`config.mk`:
```
export PLATFORM = sky130hd
export DESIGN_NAME = demux_registrado
export DESIGN_NICKNAME = d
export VERILOG_FILES = /design/src/rtl/demux_pkg.sv /design/src/rtl/demux_canal.sv /design/src/rtl/demux_registrado.sv
export SDC_FILE = /design/constraint.sdc
export NUM_CORES = 1
export LEC_CHECK = 0
export CAP_MARGIN = 20
export CORE_UTILIZATION = 30
export DETAILED_ROUTE_END_ITERATION = 12
export PLACE_DENSITY = 0.58
export SLEW_MARGIN = 20
export SYNTH_ARGS = -nofsm -noshare
export SYNTH_HDL_FRONTEND = slang
export SYNTH_SLANG_ARGS = --single-unit
```
`constraint.sdc`:
```
create_clock -name clock -period 1.47 [get_ports clock]
set_input_delay 0.294 -clock clock [delete_from_list [all_inputs] [get_ports clock]]
set_output_delay 0.294 -clock clock [all_outputs]
set_load 0.005 [all_outputs]
```
`src/rtl/demux_pkg.sv`:
```
// Shared constants and the channel state type for the registered 1-to-4 demultiplexer.
package demux_pkg;
  localparam int NUM_CANAIS       = 4;
  localparam int DESTINO_LARGURA  = 2;
  localparam int CONTADOR_LARGURA = 8;

  typedef enum logic {
    VAZIO = 1'b0,
    CHEIO = 1'b1
  } estado_t;
endpackage

```
`src/rtl/demux_canal.sv`:
```
// One-entry output buffer for a single demux channel.
// Optional feature: DEMUX_CONTADOR_EN adds a wrapping 8-bit delivery counter.
module demux_canal
  import demux_pkg::*;
#(
  parameter int LARGURA = 2
) (
  input  logic                        clock,
  input  logic                        reset,
  input  logic                        carga_i,
  input  logic [LARGURA-1:0]          dado_i,
  input  logic                        pronta_i,
  output logic                        livre_o,
  output logic [LARGURA-1:0]          dado_o,
`ifdef DEMUX_CONTADOR_EN
  output logic [CONTADOR_LARGURA-1:0] contagem_o,
`endif
  output estado_t                     estado_o
);

  estado_t            estado_q, estado_d;
  logic [LARGURA-1:0] dado_q;
  logic               entrega;

  assign entrega  = (estado_q == CHEIO) && pronta_i;
  // A full buffer can still take a word in the same cycle it is drained.
  assign livre_o  = (estado_q == VAZIO) || pronta_i;
  assign dado_o   = dado_q;
  assign estado_o = estado_q;

  always_comb begin
    estado_d = estado_q;
    if (carga_i) begin
      estado_d = CHEIO;
    end else if (entrega) begin
      estado_d = VAZIO;
    end
  end

  always_ff @(posedge clock or posedge reset) begin
    if (reset) begin
      estado_q <= VAZIO;
      dado_q   <= '0;
    end else begin
      estado_q <= estado_d;
      if (carga_i) begin
        dado_q <= dado_i;
      end
    end
  end

`ifdef DEMUX_CONTADOR_EN
  logic [CONTADOR_LARGURA-1:0] contagem_q;

  assign contagem_o = contagem_q;

  always_ff @(posedge clock or posedge reset) begin
    if (reset) begin
      contagem_q <= '0;
    end else if (entrega) begin
      contagem_q <= contagem_q + 1'b1;
    end
  end
`endif

endmodule

```
`src/rtl/demux_registrado.sv`:
```
// Registered 1-to-4 demultiplexer with valid/ready on the input and on each channel.
// Optional feature: DEMUX_CONTADOR_EN exposes per-channel delivery counters on contagem.
module demux_registrado
  import demux_pkg::*;
#(
  parameter int LARGURA = 2
) (
  input  logic                                         clock,
  input  logic                                         reset,
  input  logic [LARGURA-1:0]                           entrada,
  input  logic [DESTINO_LARGURA-1:0]                   destino,
  input  logic                                         entrada_valida,
  output logic                                         entrada_pronta,
  output logic [NUM_CANAIS-1:0][LARGURA-1:0]           saida,
  output logic [NUM_CANAIS-1:0]                        saida_valida,
`ifdef DEMUX_CONTADOR_EN
  output logic [NUM_CANAIS-1:0][CONTADOR_LARGURA-1:0]  contagem,
`endif
  input  logic [NUM_CANAIS-1:0]                        saida_pronta
);

  // Handshake: a word moves on a rising edge where valid and ready are both 1;
  // ready never looks at valid, and valid holds its word until it moves.
  logic [NUM_CANAIS-1:0] livre;
  logic [NUM_CANAIS-1:0] carga;
  estado_t               estado [NUM_CANAIS];

  assign entrada_pronta = livre[destino];

  always_comb begin
    carga = '0;
    carga[destino] = entrada_valida && entrada_pronta;
  end

  for (genvar k = 0; k < NUM_CANAIS; k++) begin : g_canal
    demux_canal #(
      .LARGURA (LARGURA)
    ) u_canal (
      .clock      (clock),
      .reset      (reset),
      .carga_i    (carga[k]),
      .dado_i     (entrada),
      .pronta_i   (saida_pronta[k]),
      .livre_o    (livre[k]),
      .dado_o     (saida[k]),
`ifdef DEMUX_CONTADOR_EN
      .contagem_o (contagem[k]),
`endif
      .estado_o   (estado[k])
    );

    assign saida_valida[k] = (estado[k] == CHEIO);
  end

endmodule

```
; Word level (Yosys, flattened, before mapping)
; Index checks and enable logic that the tools add are counted.
[totals]
register_bits = 12
wordCells = 41
[classes]
magnitude_cmp = 2
mux = 12
n_bitwise = 5
reduce_logical = 14
[op_table]
columns = op, count
row1 = 1-bit two-way mux, 10
row2 = 2-bit nonzero test, 4
row3 = 1-bit logical AND, 6
row4 = 4-bit bitwise AND, 1
row5 = 1-bit logical OR, 4
row6 = 1-bit NOT, 4
row7 = "2-bit by 3-bit < comparator with 1-bit output, second input constant", 1
row8 = 1-bit binary-select mux with 2-bit select, 1
row9 = 1-bit demux with 2-bit select, 1
row10 = "2-bit by 1-bit >= comparator with 1-bit output, second input constant", 1

; Logic depth before layout (Yosys ltp)
; Gate-level depths: netlist (run 1).
[logic_depth]
depth_word = 7
depth_mapped = 3

; Cells and area by module
; Synthesis (run 1) repeated with hierarchy kept, for this count alone.
[hier_totals]
hier_cells = 37
area_unflattened_um2 = 533.0
[by_module_without_submodules]
columns = mod, instances, cells_per_inst, area_per_inst_um2, seq_area_each_um2
row1 = demux_canal, 4, 8, 116.4, 75.1
row2 = demux_registrado, 1, 5, 67.6, 0.0

; Worst setup path before layout (run 1)
; Ideal clock, no wire load.
[synth_path]
kind = input -> output
from = input saida_pronta[3]
to = output entrada_pronta
t_arrival_ps = 911
t_required_ps = 1176
setup_slack_ps = 265
stages = 2
cell_sequence = nand2b_1 -> mux4_2
[synth_via]
elab_chain_len = 3
[synth_rtl]
columns = item, line
row1 = from (decl), demux_registrado.sv:19  ; input logic [NUM_CANAIS-1:0] saida_pronta
row2 = 1-bit logical OR, demux_canal.sv:27  ; assign livre_o = (estado_q == VAZIO) || pronta_i;
row3 = 1-bit binary-select mux with 2-bit select, demux_registrado.sv:28  ; assign entrada_pronta = livre[destino];
row4 = 1-bit two-way mux (implied by the code), demux_registrado.sv:28
row5 = to (decl), demux_registrado.sv:13  ; output logic entrada_pronta,
; Every way passes these cells. The select of a mux whose other input is x is not followed.

; Worst setup path in the final report (run 1)
[layout_path]
from = register g_canal[1].u_canal.estado_q
to = output entrada_pronta
[layout_via]
elab_chain_len = 4
[layout_rtl]
columns = item, line
row1 = from (decl), demux_canal.sv:21  ; estado_t estado_q, estado_d;
row2 = from (signal assigned), demux_canal.sv:45  ; estado_q <= estado_d;
row3 = 1-bit NOT, demux_canal.sv:27
row4 = 1-bit logical OR, demux_canal.sv:27
row5 = 1-bit binary-select mux with 2-bit select, demux_registrado.sv:28
row6 = 1-bit two-way mux (implied by the code), demux_registrado.sv:28
; Every way passes these cells. The select of a mux whose other input is x is not followed.

==> flow_summary.toml, run 1 <==
[run_status]
run_status = "complete, but fails checks"
violations = "negative setup slack"

[power_and_ir_drop]
powerDensity_nw_per_um2 = 974
p_switching_mw = 0.207
clkPwrFrac_pct = 22.9
seqPwrFrac_pct = 48.5
comb_power_share_pct = 28.6
leakage_nw = 0.456
max-vdd-ir-drop_mv = 0.622
switching_share_pct = 24.1
p_int_mw = 0.654

[sta]
worst_clock_skew_ns = 0.00720
slew_violations = 0
whs_ns = 0.325
relSlewSlack_pct = 69.2
rsz0062_at_grt = "true"
finalSetupViolations = 1
fmax_ghz = 0.627
hold_violations = 0
fin_crit_sh_pct = 108
finalCriticalPeriod_ns = 1.59
tightest_slew_ns = 0.462
setup_ws_ns = -0.124

[final_layout]
fin_nets = 84
drive_gt1_share_pct = 39.4
antenna_cells = 0
synthToLayoutAreaGrowth_pct = 63.3
mostFrequentLayoutCells = "dfrtp_1 (12), clkdlybuf4s50_1 (11), buf_4 (8), mux2_2 (7), dlygate4sd2_1 (7)"
final_common_cell = "dfrtp_1"
fillers = 145
final_cells = 95

[worst_setup_path]
crit_end = "entrada_pronta"
cp.arrival_ns = 1.30
end_kind = "primary output"
r2r-start = "g_canal[2].u_canal.estado_o"
r2r_slack_ns = 0.17
worstSetupPathType = "flip-flop to primary output"
rr_worst_depth = 5
startpoint_type = "flip-flop"
crit_fanout = 2
rr_endpoint = "g_canal[2].u_canal.dado_o[1]"
startpoint = "g_canal[1].u_canal.estado_o"
cp.required_ns = 1.18

[logic_synthesis]
synthDistinctLibCells = 13
syn_inst = 41
synth_seq_area_share_pct = 55.4
ys_warn_count = 0
synth_area_um2 = 542
syn_area_per_cell_um2 = 13.2
syn_nets = 52
ys_ff_latch = 12

[job]
drv_cap = 0

[worst_hold_path]
hp-class = "input port to asynchronous set/reset pin"

[placed_design]
gp_congestion = 0.685
pre_cts_slack_ns = -0.582
io_buffers = 23
dp_hpwl_um = 844
placed_cells = 90

[clock_tree]
cts.htree.levels = 1
clkSinkCount = 12
clock_latency_ns = 0.27
clk_pin_slew_ns = 0.07
numCtsBuffers = 3
clk_path_buf_depth = 2
ctsHoldBuffers = 0
cts-root-buf = "clkbuf_4"
cts_tree = "built"

[detailed_routing]
drt-initial-drc-count = 3
drc = 0
wl_um = 1160
num_vias = 413
detail_route.wl_per_cell_um = 12.2
viasPerCell = 4.35
antenna_left = 0
firstDrtPassIters = 4

[grt]
grt_pass1_wl_um = 1940
grt_pass1_vias = 444
grt_util_all_layers_pct = 14.1
overflow = 0
antenna_found_initial = 0
grt_max_degree = 13

[floorplanning]
die_y_um = 44.5
row_count = 14
die_width_um = 44.5
boundaryPins = 24
die-area_um2 = 1980
core-area_um2 = 1590
start_util_pct = 34.0
[routing by layer]
| metal | track usage (%) | wire (um) | vias to the layer above |
|---|---|---|---|
| met5 | 0 | 0 | - |
| li1 | - | - | 198 |
| met1 | 17.1 | 486 | 193 |
| met2 | 22.1 | 564 | 20 |
| met3 | 4.90 | 93 | 2 |
| met4 | 7.27 | 14 | 0 |
[what timing repair did]
action,in CTS,in global routing
pin swaps,0,1
resized for setup,15,5
cloned,0,0
endpoints found under the setup margin,1,4
setup buffers,2,0
[worst max-delay path, stage by stage (launching register included)]
cell      delay [ns]
dfrtp_1         0.39
nand2b_4        0.06
mux4_2          0.44
buf_2           0.14
[synthesized netlist by cell type]
master,n,area (um^2)
and3_4,1,11.3
buf_4,4,30.0
dfrtp_1,12,300
inv_1,1,3.75
mux2_2,8,90.1
mux4_2,1,22.5
nand2_1,5,18.8
nand2b_1,4,25.0
nand3b_1,1,7.51
nand4_1,1,6.26
nor2b_2,1,8.76
nor3b_2,1,12.5
o21ai_0,1,5.00
[final cells by class]
type | count | area (um^2) | area share, %
Multi-Input combinational cell | 24 | 241 | 27.3
Inverter | 1 | 3.75 | 0.424
Clock buffer | 3 | 22.5 | 2.55
Sequential cell | 12 | 300 | 33.9
Timing Repair Buffer | 31 | 287 | 32.4
Tap cell | 24 | 30.0 | 3.39
[stage by stage]
| step | area, um^2 | TNS, ns | power (mW) | util, % |
|---|---|---|---|---|
| 2_1_floorplan | 542 | 0 | 0.504 | - |
| 3_3_place_gp | 817 | -1.97 | 0.660 | 51.3 |
| 3_5_place_dp | 817 | -1.97 | 0.668 | 51.3 |
| 4_1_cts | 871 | -0.129 | 0.871 | 54.6 |
| 5_1_grt | 885 | -0.183 | 0.915 | 55.5 |
| 6_report | 885 | -0.124 | 0.862 | 55.5 |
[how the worst min path moves through the flow]
stage / startpoint / to / slack, ns / cells after the start
3_5_place_dp: g_canal[3].u_canal.dado_o[1] / g_canal[3].u_canal.dado_o[1] / 0.50 / 1
4_1_cts: reset / g_canal[0].u_canal.dado_o[0] / 0.34 / 2
5_1_grt: reset / g_canal[0].u_canal.dado_o[0] / 0.39 / 2
3_3_place_gp: g_canal[0].u_canal.dado_o[1] / g_canal[0].u_canal.dado_o[1] / 0.49 / 1
6_report: reset / g_canal[0].u_canal.dado_o[0] / 0.33 / 2
2_1_floorplan: reset / g_canal[0].u_canal.dado_o[0] / 0.16 / 1
[state kept, by name, summed over array words and instances, names as in the netlist]
register / count
g_canal.u_canal.estado_o: 4
g_canal.u_canal.dado_o: 8
[cell families (layout without fill, tap and decap cells)]
family | Yosys count | in the layout | share of synthesized area (%)
flip-flops | 12 | 12 | 55.4
AO/OA/AOI/OAI | 1 | 1 | 0.923
AND/OR/NAND/NOR | 14 | 14 | 16.6
multiplexers | 9 | 9 | 20.8
buffers and inverters | 5 | 35 | 6.24
[power groups by stage]
stage	clock, mW	sequential [mW]	combinational, mW
2_1_floorplan	0	0.420	0.0839
3_3_place_gp	0	0.417	0.243
3_5_place_dp	0	0.420	0.247
4_1_cts	0.202	0.419	0.250
5_1_grt	0.225	0.424	0.266
6_report	0.197	0.418	0.246
Power figures use the tool's default switching activity.
==> run 2: changes to the inputs <==
CTS_BUF_LIST = sky130_fd_sc_hd__clkbuf_8   (was default)
==> run 2 against run 1 <==
- the run still ends with negative setup slack left
- routed wire length hardly changed
- die area stayed put
- combinational power is 2% higher
- hold slack better by 0.041 ns
- worst setup slack better by 0.040 ns
- power is 11% higher
- design area is 2.1% higher
- sequential power hardly changed
- global-route usage stayed put
- sequential cell count stayed put
- largest cell class unchanged
==> flow_summary.toml, run 2 (synthesis results as in run 1) <==
[sta]
setup_ws_ns = -0.0845
tightest_slew_ns = 0.461
fmax_ghz = 0.643
hold_violations = 0
finalCriticalPeriod_ns = 1.55
relSlewSlack_pct = 69.2
rsz0062_at_grt = "true"
fin_crit_sh_pct = 106
worst_clock_skew_ns = 0.00534
slew_violations = 0
finalSetupViolations = 1

[worst_setup_path]
crit_fanout = 2
r2r_slack_ns = 0.17
worstSetupPathType = "flip-flop to primary output"
end_kind = "primary output"
rr_worst_depth = 5
r2r-start = "g_canal[2].u_canal.estado_o"
rr_endpoint = "g_canal[2].u_canal.dado_o[1]"
cp.arrival_ns = 1.26
startpoint_type = "flip-flop"
cp.required_ns = 1.18

[final_layout]
antenna_cells = 0
mostFrequentLayoutCells = "clkdlybuf4s50_1 (14), dfrtp_1 (12), buf_4 (8), mux2_2 (7)"
fillers = 148
final_core_util_pct = 56.7
final_common_cell = "clkdlybuf4s50_1"
largest_register_ffs = 8
drive_gt1_share_pct = 39.4
fin_nets = 84
synthToLayoutAreaGrowth_pct = 66.7

[clock_tree]
cts-root-buf = "clkbuf_8"
numCtsBuffers = 3
clk_path_buf_depth = 2
clk_pin_slew_ns = 0.05
cts_tree = "built"
clkSinkCount = 12
cts.htree.levels = 1
clock_latency_ns = 0.23
ctsHoldBuffers = 0

[detailed_routing]
antenna_left = 0
drt-initial-drc-count = 3
viasPerCell = 4.28
drc = 0
num_vias = 407
detail_route.wl_per_cell_um = 12.2
firstDrtPassIters = 4
wl_um = 1160

[floorplanning]
row_count = 14
die_width_um = 44.5
start_util_pct = 34.0
die-area_um2 = 1980
die_y_um = 44.5
core-area_um2 = 1590
boundaryPins = 24

[power_and_ir_drop]
powerDensity_nw_per_um2 = 1060
max-vdd-ir-drop_mv = 0.751
leakage_nw = 0.448

[job]
drv_cap = 0

[placed_design]
pre_cts_slack_ns = -0.582
io_buffers = 23
dp_hpwl_um = 844
gp_congestion = 0.685

[run_status]
run_status = "complete, but fails checks"
violations = "negative setup slack"

[grt]
antenna_found_initial = 0
grt_util_all_layers_pct = 14.1
overflow = 0
grt_pass1_vias = 436
grt_max_degree = 13
grt_pass1_wl_um = 1940

[worst_hold_path]
hp-class = "input port to asynchronous set/reset pin"
[run 2: changes by cell type in the layout (fill, tap and decap cells not counted), sizes merged]
cell,previous run,this run
dlygate4sd2,7,5
dlymetal6s2s,4,3
clkdlybuf4s50,11,14
[run 2: report_power, final]
group | switching, mW | internal (mW) | leakage (nW)
registers | 0.0337 | 0.386 | 0.147
clock network | 0.107 | 0.179 | 0.0216
logic | 0.0719 | 0.179 | 0.279
total | 0.213 | 0.745 | 0.448
[run 2: critical path, stage by stage, from the launching register on]
cell and delay (ns):
dfrtp_1 0.38, nand2b_4 0.06, mux4_2 0.44, buf_2 0.14
[run 2: stage by stage]
step | area (um^2) | hold WS (ns) | TNS (ns) | cells | power (mW)
final | 903 | 0.366 | -0.0845 | 95 | 0.958
after global routing | 903 | 0.438 | -0.135 | 95 | 1.02
after CTS | 892 | 0.379 | -0.0902 | 95 | 0.970
after detailed placement | 817 | 0.497 | -1.97 | 90 | 0.668
after global placement | 817 | 0.491 | -1.97 | 90 | 0.660
after floorplan | 542 | 0.159 | 0 | 41 | 0.504
[run 2: layout make-up]
type	instances	area (um^2)	area share, %
Timing Repair Buffer	31	287	31.7
Clock buffer	3	41.3	4.57
Tap cell	24	30.0	3.32
Inverter	1	3.75	0.416
Multi-Input combinational cell	24	241	26.7
Sequential cell	12	300	33.2
[run 2: worst max-delay path by stage]
stage,start,endpoint,slack (ns),cells past startpoint
after floorplan,saida_pronta[3],entrada_pronta,0.27,2
after global placement,saida_pronta[1],entrada_pronta,-0.59,4
after detailed placement,saida_pronta[3],entrada_pronta,-0.58,4
after CTS,g_canal[1].u_canal.estado_o,entrada_pronta,-0.09,3
after global routing,g_canal[2].u_canal.estado_o,entrada_pronta,-0.13,3
final,g_canal[1].u_canal.estado_o,entrada_pronta,-0.08,3
[run 2: per-layer routing]
layer / share of wire (%) / global-route usage (%) / vias to the layer above
met5: 0 / 0 / -
met4: 0 / 7.27 / 0
met3: 7.7 / 4.90 / 0
met2: 50 / 21.8 / 18
met1: 43 / 17.4 / 192
li1: - / - / 197
[run 2: what timing repair did]
| action | 4_1_cts | 5_1_grt |
|---|---|---|
| setup buffers | 2 | 0 |
| gates resized for setup | 13 | 4 |
| pin swaps | 0 | 1 |
| endpoints found under the setup margin | 1 | 7 |
